### config.mk
export PLATFORM = sky130hd
export DESIGN_NAME = spi_slave
export DESIGN_NICKNAME = d
export VERILOG_FILES = /design/src/rtl/spi_slave.sv
export SDC_FILE = /design/constraint.sdc
export NUM_CORES = 1
export LEC_CHECK = 0
export ABC_AREA = 1
export CORE_MARGIN = 2
export CORE_UTILIZATION = 53
export CTS_CLUSTER_DIAMETER = 150
export CTS_CLUSTER_SIZE = 28
export DETAILED_ROUTE_END_ITERATION = 10
export PLACE_DENSITY = 0.87
export SYNTH_ARGS = -nofsm -noshare
export SYNTH_HDL_FRONTEND = slang
export SYNTH_SLANG_ARGS = --single-unit
export TNS_END_PERCENT = 100
### constraint.sdc
create_clock -name clk -period 1.8 [get_ports clk]
set_input_delay 0.54 -clock clk [delete_from_list [all_inputs] [get_ports clk]]
set_output_delay 0.54 -clock clk [all_outputs]
set_load 0.02 [all_outputs]
### src/rtl/spi_slave.sv
// rtl/spi_slave.sv - SPI mode-0 responder with byte-bus handshake, oversampled in the clk domain.
// Optional build macro: SPI_SLAVE_MISO_TRISTATE_EN (miso released to z when idle or in reset).
module spi_slave #(
  parameter logic [7:0] FILL_BYTE = 8'hFF
) (
  input  logic       clk,
  input  logic       reset,
  input  logic       sclk,
  input  logic       cs_n,
  input  logic       mosi,
  output logic       miso,
  input  logic [7:0] bus_in,
  input  logic       cmd_write,
  output logic       busy_write,
  output logic [7:0] bus_out,
  output logic       data_avail,
  input  logic       cmd_read,
  output logic       overrun
);

  typedef enum logic {IDLE, ACTIVE} state_t;

  // [0] first sync stage, [1] synced value, [2] delayed copy for edge detection
  logic [2:0] sclk_sync_q, cs_sync_q;
  logic [1:0] mosi_sync_q;

  state_t     state_q, state_d;
  logic       warm_q, warm_d;
  logic       armed_q, armed_d;
  logic [2:0] cnt_q, cnt_d;
  logic [7:0] rx_sh_q, rx_sh_d;
  logic       rx_done_q, rx_done_d;
  logic [7:0] tx_sh_q, tx_sh_d;
  logic [7:0] hold_q, hold_d;
  logic       busy_q, busy_d;
  logic [7:0] bus_out_q, bus_out_d;
  logic       avail_q, avail_d;
  logic       ovr_q, ovr_d;

  logic sclk_rise, sclk_fall, cs_fall, cs_rise, load;

  assign sclk_rise = sclk_sync_q[1] & ~sclk_sync_q[2];
  assign sclk_fall = ~sclk_sync_q[1] & sclk_sync_q[2];
  assign cs_fall   = ~cs_sync_q[1] & cs_sync_q[2];
  assign cs_rise   = cs_sync_q[1] & ~cs_sync_q[2];

  always_ff @(posedge clk) begin
    if (reset) begin
      sclk_sync_q <= 3'b000;
      cs_sync_q   <= 3'b111;
      mosi_sync_q <= 2'b00;
      state_q     <= IDLE;
      warm_q      <= 1'b0;
      armed_q     <= 1'b0;
      cnt_q       <= 3'd0;
      rx_sh_q     <= 8'h00;
      rx_done_q   <= 1'b0;
      tx_sh_q     <= 8'h00;
      hold_q      <= 8'h00;
      busy_q      <= 1'b0;
      bus_out_q   <= 8'h00;
      avail_q     <= 1'b0;
      ovr_q       <= 1'b0;
    end else begin
      sclk_sync_q <= {sclk_sync_q[1:0], sclk};
      cs_sync_q   <= {cs_sync_q[1:0], cs_n};
      mosi_sync_q <= {mosi_sync_q[0], mosi};
      state_q     <= state_d;
      warm_q      <= warm_d;
      armed_q     <= armed_d;
      cnt_q       <= cnt_d;
      rx_sh_q     <= rx_sh_d;
      rx_done_q   <= rx_done_d;
      tx_sh_q     <= tx_sh_d;
      hold_q      <= hold_d;
      busy_q      <= busy_d;
      bus_out_q   <= bus_out_d;
      avail_q     <= avail_d;
      ovr_q       <= ovr_d;
    end
  end

  always_comb begin
    state_d   = state_q;
    warm_d    = 1'b1;
    // A frame already in progress when reset drops must not look like a new
    // cs_n fall: only arm once the real pin level has been seen high.
    armed_d   = armed_q | (warm_q & cs_sync_q[0] & cs_sync_q[1]);
    cnt_d     = cnt_q;
    rx_sh_d   = rx_sh_q;
    rx_done_d = 1'b0;
    tx_sh_d   = tx_sh_q;
    hold_d    = hold_q;
    busy_d    = busy_q;
    bus_out_d = bus_out_q;
    avail_d   = avail_q;
    ovr_d     = ovr_q;
    load      = 1'b0;

    case (state_q)
      IDLE: begin
        cnt_d = 3'd0;
        if (cs_fall && armed_q) begin
          state_d = ACTIVE;
          load    = 1'b1;
        end
      end
      ACTIVE: begin
        if (cs_rise) begin
          state_d = IDLE;
          cnt_d   = 3'd0;
        end else begin
          if (sclk_rise) begin
            rx_sh_d   = {rx_sh_q[6:0], mosi_sync_q[1]};
            cnt_d     = cnt_q + 3'd1;
            rx_done_d = (cnt_q == 3'd7);
          end
          if (sclk_fall) begin
            if (cnt_q == 3'd0) load = 1'b1;
            else tx_sh_d = {tx_sh_q[6:0], 1'b0};
          end
        end
      end
      default: state_d = IDLE;
    endcase

    // Load sees the pre-write holding state; a same-cycle write queues for the next byte.
    if (load) begin
      tx_sh_d = busy_q ? hold_q : FILL_BYTE;
      busy_d  = 1'b0;
    end
    if (cmd_write && !busy_q) begin
      hold_d = bus_in;
      busy_d = 1'b1;
    end

    if (cmd_read) begin
      avail_d = 1'b0;
      ovr_d   = 1'b0;
    end
    if (rx_done_q) begin
      bus_out_d = rx_sh_q;
      avail_d   = 1'b1;
      if (avail_q && !cmd_read) ovr_d = 1'b1;
    end
  end

  assign busy_write = busy_q;
  assign bus_out    = bus_out_q;
  assign data_avail = avail_q;
  assign overrun    = ovr_q;

`ifdef SPI_SLAVE_MISO_TRISTATE_EN
  assign miso = (state_q == ACTIVE && !reset) ? tx_sh_q[7] : 1'bz;
`else
  assign miso = (state_q == ACTIVE && !reset) ? tx_sh_q[7] : 1'b1;
`endif

endmodule

**After elaboration in Yosys (flattened, before gate mapping)**

Cells that the tools add are included.

- $add $sub $neg: 1
- Eq/ne operators: 4
- Multiplexer cells: 25
- Bitwise operators: 14
- Reduce and logical (&&, ||, !) cells: 15

Operator list:

| kind | number |
|---|---|
| $mux W8 | 6 |
| $mux W1 | 14 |
| $reduce_bool A2 Y1 | 4 |
| $not A1 Y1 | 7 |
| $and A1 B1 Y1 | 6 |
| $mux W3 | 2 |
| $pmux W3 S2 | 1 |
| $logic_and A1 B1 Y1 | 4 |
| $pmux W1 S2 | 2 |
| $reduce_and A4 Y1 | 1 |
| $reduce_or A4 Y1 | 1 |
| $add A3 B1 Y3 const B | 1 |
| $eq A3 B3 Y1 const B | 1 |
| $logic_not A1 Y1 | 3 |
| $logic_not A3 Y1 | 1 |
| $ne A3 B1 Y1 const B | 1 |
| $reduce_and A3 Y1 | 1 |
| $ne A2 B1 Y1 const B | 1 |
| $ne A2 B2 Y1 const B | 1 |
| $or A1 B1 Y1 | 1 |

- Register bits after elaboration: 50
- Input port bits: 15
- Output and inout bits: 12
- Word-level logic and storage cells: 74

**Longest topological paths before layout**

- Depth after elaboration: 7
- Gate-level depth with buffers: 9
- Gate-level depth less buffers: 9

**Worst setup path after synthesis**

No wires, ideal clock.

- Path type: input -> output
- Start point: input port reset
- End point: output port miso
- Data arrival time: 1.188 ns
- Required time: 1.260 ns
- Path slack: 0.072 ns
- Cell stages on the path: 4
- Path buffers: 2
- Cells stage by stage: clkbuf_1 > inv_2 > buf_2 > nand2_1

- Word-level cells in the longest chain between the ends: 3

RTL lines:

| element | line | RTL |
|---|---|---|
| from (decl) | 7 | `input logic reset,` |
| $logic_not A1 Y1 | 156 | `assign miso = (state_q == ACTIVE && !reset) ? tx_sh_q[7] : 1'b1;` |
| $logic_and A1 B1 Y1 | 156 |  |
| $mux W1 | 156 |  |
| to (decl) | 11 | `output logic miso,` |

Every way passes these cells.

**Worst setup path in the final report**

- Start point: register bus_out_q[4], in the netlist bus_out[4]
- End point: output port bus_out[4]

RTL lines:

| element | line | RTL |
|---|---|---|
| from (decl) | 36 | `logic [7:0] bus_out_q, bus_out_d;` |
| from (signal assigned) | 77 | `bus_out_q <= bus_out_d;` |
| to (decl) | 15 | `output logic [7:0] bus_out,` |

No word-level cell between the ends.

==> flow_summary_export.csv <==
group,metric,value,unit
logic_synthesis,post-synth-top-count-cell,"nor2_1",
final_layout,drive_above_1_share,8.75,%
run,drv_cap,0,
logic_synthesis,synth.area.top_cells,"dfxtp_1 51%, nor2_1 12%, nand2_1 7.2%",
critical_path,cp_data_required_time,1.26,ns
die,die_area,4230,um^2
clocking,cts-hold-fix-buffers,0,
pwr,ir_drop,0.540,mV
detailed_routing,via_per_inst,4.93,
place,dpl_cell_area,2280,um^2
sta,period_share,97.9,%
sta,maxSlewViolCount,0,
pwr,powerDensity,821,nW/um^2
detailed_routing,vias,1702,
logic_synthesis,ys_types,23,
critical_path,crit_slowest_cell,"clkdlybuf4s50_1",
logic_synthesis,synth-async-reset-ratio,0,%
logic_synthesis,synthFlopType,"dfxtp_1",
logic_synthesis,synthSimpleGateAreaFrac,25.9,%
pwr,pwr-share-clk,34.0,%
logic_synthesis,yosysWarnings,0,
critical_path,crit_arrival,1.22,ns
sta,rsz0062_at_grt,"no",
place,hpwl,2490,um
sta,whs,0.411,ns
logic_synthesis,synth_area_leader_cell,"dfxtp_1",
global_routing,grt_max_degree,35,
critical_path,worstSetupStartpointType,"register",
clocking,clkSlewWorstSetupHoldPaths,0.09,ns
final_layout,fin_cells,345,
logic_synthesis,synthAdderAreaFrac,1.90,%
detailed_routing,wl_per_cell,11.1,um
place,placed_cells,337,
critical_path,crit_buf_inv,1,
final_layout,diodes,0,
die,dieHeight,65.0,um
global_routing,overflow,0,
logic_synthesis,syn_area,1970,um^2
critical_path,end_kind,"primary output",
final_layout,stdcell_area,2390,um^2
clocking,cts_buffers,5,
clocking,cts_root_buffer,"clkbuf_8",
place,portBuffers,26,
critical_path,worstPathMaxFanout,2,
pwr,internal_power,1.51,mW
final_layout,post-route-util,65.7,%
die,num_rows,22,
outcome,outcome,"finished, final reports clean",
sta,finalHoldViolations,0,
critical_path,critPathMaxStageDelay,0.59,ns
sta,timing.setup.tns,0,ns
logic_synthesis,synth-compound-area-share,12.0,%
logic_synthesis,avgSynthCellArea,7.39,um^2
clocking,numClockSinks,50,
logic_synthesis,synthesis.nets,285,
place,gp_congestion,0.765,
logic_synthesis,synth_seq_cells,50,
sta,setup_violations,0,
critical_path,crit_chain,"clkdlybuf4s50_1",
clocking,cts_tree,"yes",
sta,setup_ws,0.0371,ns
global_routing,grt_pass1_wl,6380,um
logic_synthesis,synth-xor-area-share,0,%
pwr,netSwitchingPower,0.450,mW
die,io_pins,27,
final_layout,syn2layout_area_growth,21.0,%
pwr,power,1.96,mW
detailed_routing,dr.pass1.iters,4,
global_routing,track_usage,19.2,%
die,core_area,3630,um^2
detailed_routing,drc,0,
logic_synthesis,synth_top_area_share,50.7,%
sta,tightest_slew,0.484,ns
sta,max_freq,0.567,GHz
pwr,p_leak,1.27,nW
pwr,p_seq_share,58.8,%
logic_synthesis,synthMuxAreaShare,0,%
clocking,htreeDepth,2,
detailed_routing,antenna_left,0,
critical_path,path_class,"register to primary output",
final_layout,nets,314,
logic_synthesis,synth_edf_count,0,
detailed_routing,drt-total-wl,3840,um
die,die-width,65.0,um
pwr,p_comb_share,7.2,%
logic_synthesis,synth_top_family_by_area,"simple AND/OR/NAND/NOR gates",
logic_synthesis,synth_common_cells,"63 x nor2_1, 50 x dfxtp_1, 38 x nand2_1",
final_layout,n_fill_cell,323,
critical_path,path_delay_family,"buffers and inverters",
logic_synthesis,synthCells,267,
sta,min_period,1.76,ns
min_path,min_path_type,"register to register",
pwr,switching_share,23.0,%
global_routing,grt_pass1_vias,1530,
place,pre_cts_ws,-0.529,ns
global_routing,antenna_found_initial,0,
sta,finClkSkew,0.00383,ns
detailed_routing,drt_iter0_drc,132,
logic_synthesis,synth_seq_area_share,50.7,%
die,start_util,54.3,%
sta,slew_headroom,67.7,%
clocking,ctsLongestPathBuffers,2,
clocking,insertion_delay,0.30,ns
placed cells by master (no fill, tap or decap), types with 2 or more instances in the layout:
cell type	count
nor2_1	63
dfxtp_1	50
nand2_1	38
inv_1	33
o21ai_0	26
clkdlybuf4s50_1	14
a21oi_1	13
nand3_1	13
dlymetal6s2s_1	8
clkbuf_8	6
buf_4	5
inv_2	4
or2_2	3
a21oi_2	3
ha_1	3
dlygate4sd2_1	3
o21ai_1	2
nand3b_1	2
per-layer routing:
| metal | up-vias | global-route usage (%) | wire length, um |
|---|---|---|---|
| met5 | - | 0 | 0 |
| met4 | 0 | 9.90 | 87 |
| met3 | 8 | 3.65 | 163 |
| met2 | 36 | 33.2 | 1860 |
| met1 | 771 | 22.6 | 1730 |
| li1 | 887 | - | - |
area by class of cell:
type                            instances  area [um^2]  area share, %
Clock buffer                            6         82.6           3.46
Clock inverter                          2         12.5          0.524
Inverter                               38          143           5.97
Multi-Input combinational cell        171          786           32.9
Sequential cell                        50         1000           41.9
Tap cell                               48         60.1           2.51
Timing Repair Buffer                   30          304           12.7
power by group through the flow:
stage	Combinational (mW)	Sequential, mW	Clock (mW)
6_report	0.142	1.15	0.666
5_1_grt	0.161	1.16	0.728
4_1_cts	0.143	1.15	0.677
3_5_place_dp	0.144	1.18	0
2_1_floorplan	0.0842	1.18	0
3_3_place_gp	0.140	1.18	0
cells by family (layout without fill, tap and decap cells):
kind of cell | count (synthesis) | in the layout
DFF | 50 | 50
adders and majority gates | 3 | 3
buffers and inverters | 46 | 76
AOI/OAI and AO/OA | 45 | 45
and+or+nand+nor | 123 | 123
path summary, 6_finish.rpt:
kind / slack [ns] / startpoint / to / depth (start not counted)
worst max-delay path: 0.04 / bus_out[4] / bus_out[4] / 1
worst min register to register: 0.41 / sclk_sync_q[0] / sclk_sync_q[1] / 2
worst max register to register: 0.25 / cnt_q[0] / busy_write / 7
worst min-delay path: 0.41 / sclk_sync_q[0] / sclk_sync_q[1] / 2
worst register-to-register path, cell delays in order (launching register included):
cell     delay [ns]
dfxtp_1        0.36
inv_1          0.08
ha_1           0.20
nand2_1        0.11
nor2_1         0.08
a21oi_1        0.40
nand2_1        0.09
a21oi_1        0.15
flip-flops by register name, indices dropped and copies added (netlist names):
register     count
cnt_q            3
warm_q           1
sclk_sync_q      3
data_avail       1
state_q          1
busy_write       1
rx_done_q        1
overrun          1
mosi_sync_q      2
bus_out          8
armed_q          1
tx_sh_q          8
cs_sync_q        3
rx_sh_q          8
hold_q           8
repair_timing:
item / in CTS / in global routing
setup buffers: 0 / 0
endpoints found under the setup margin: 3 / 8
resized for setup: 8 / 8
Note: power is estimated with default switching activity, not from simulation.
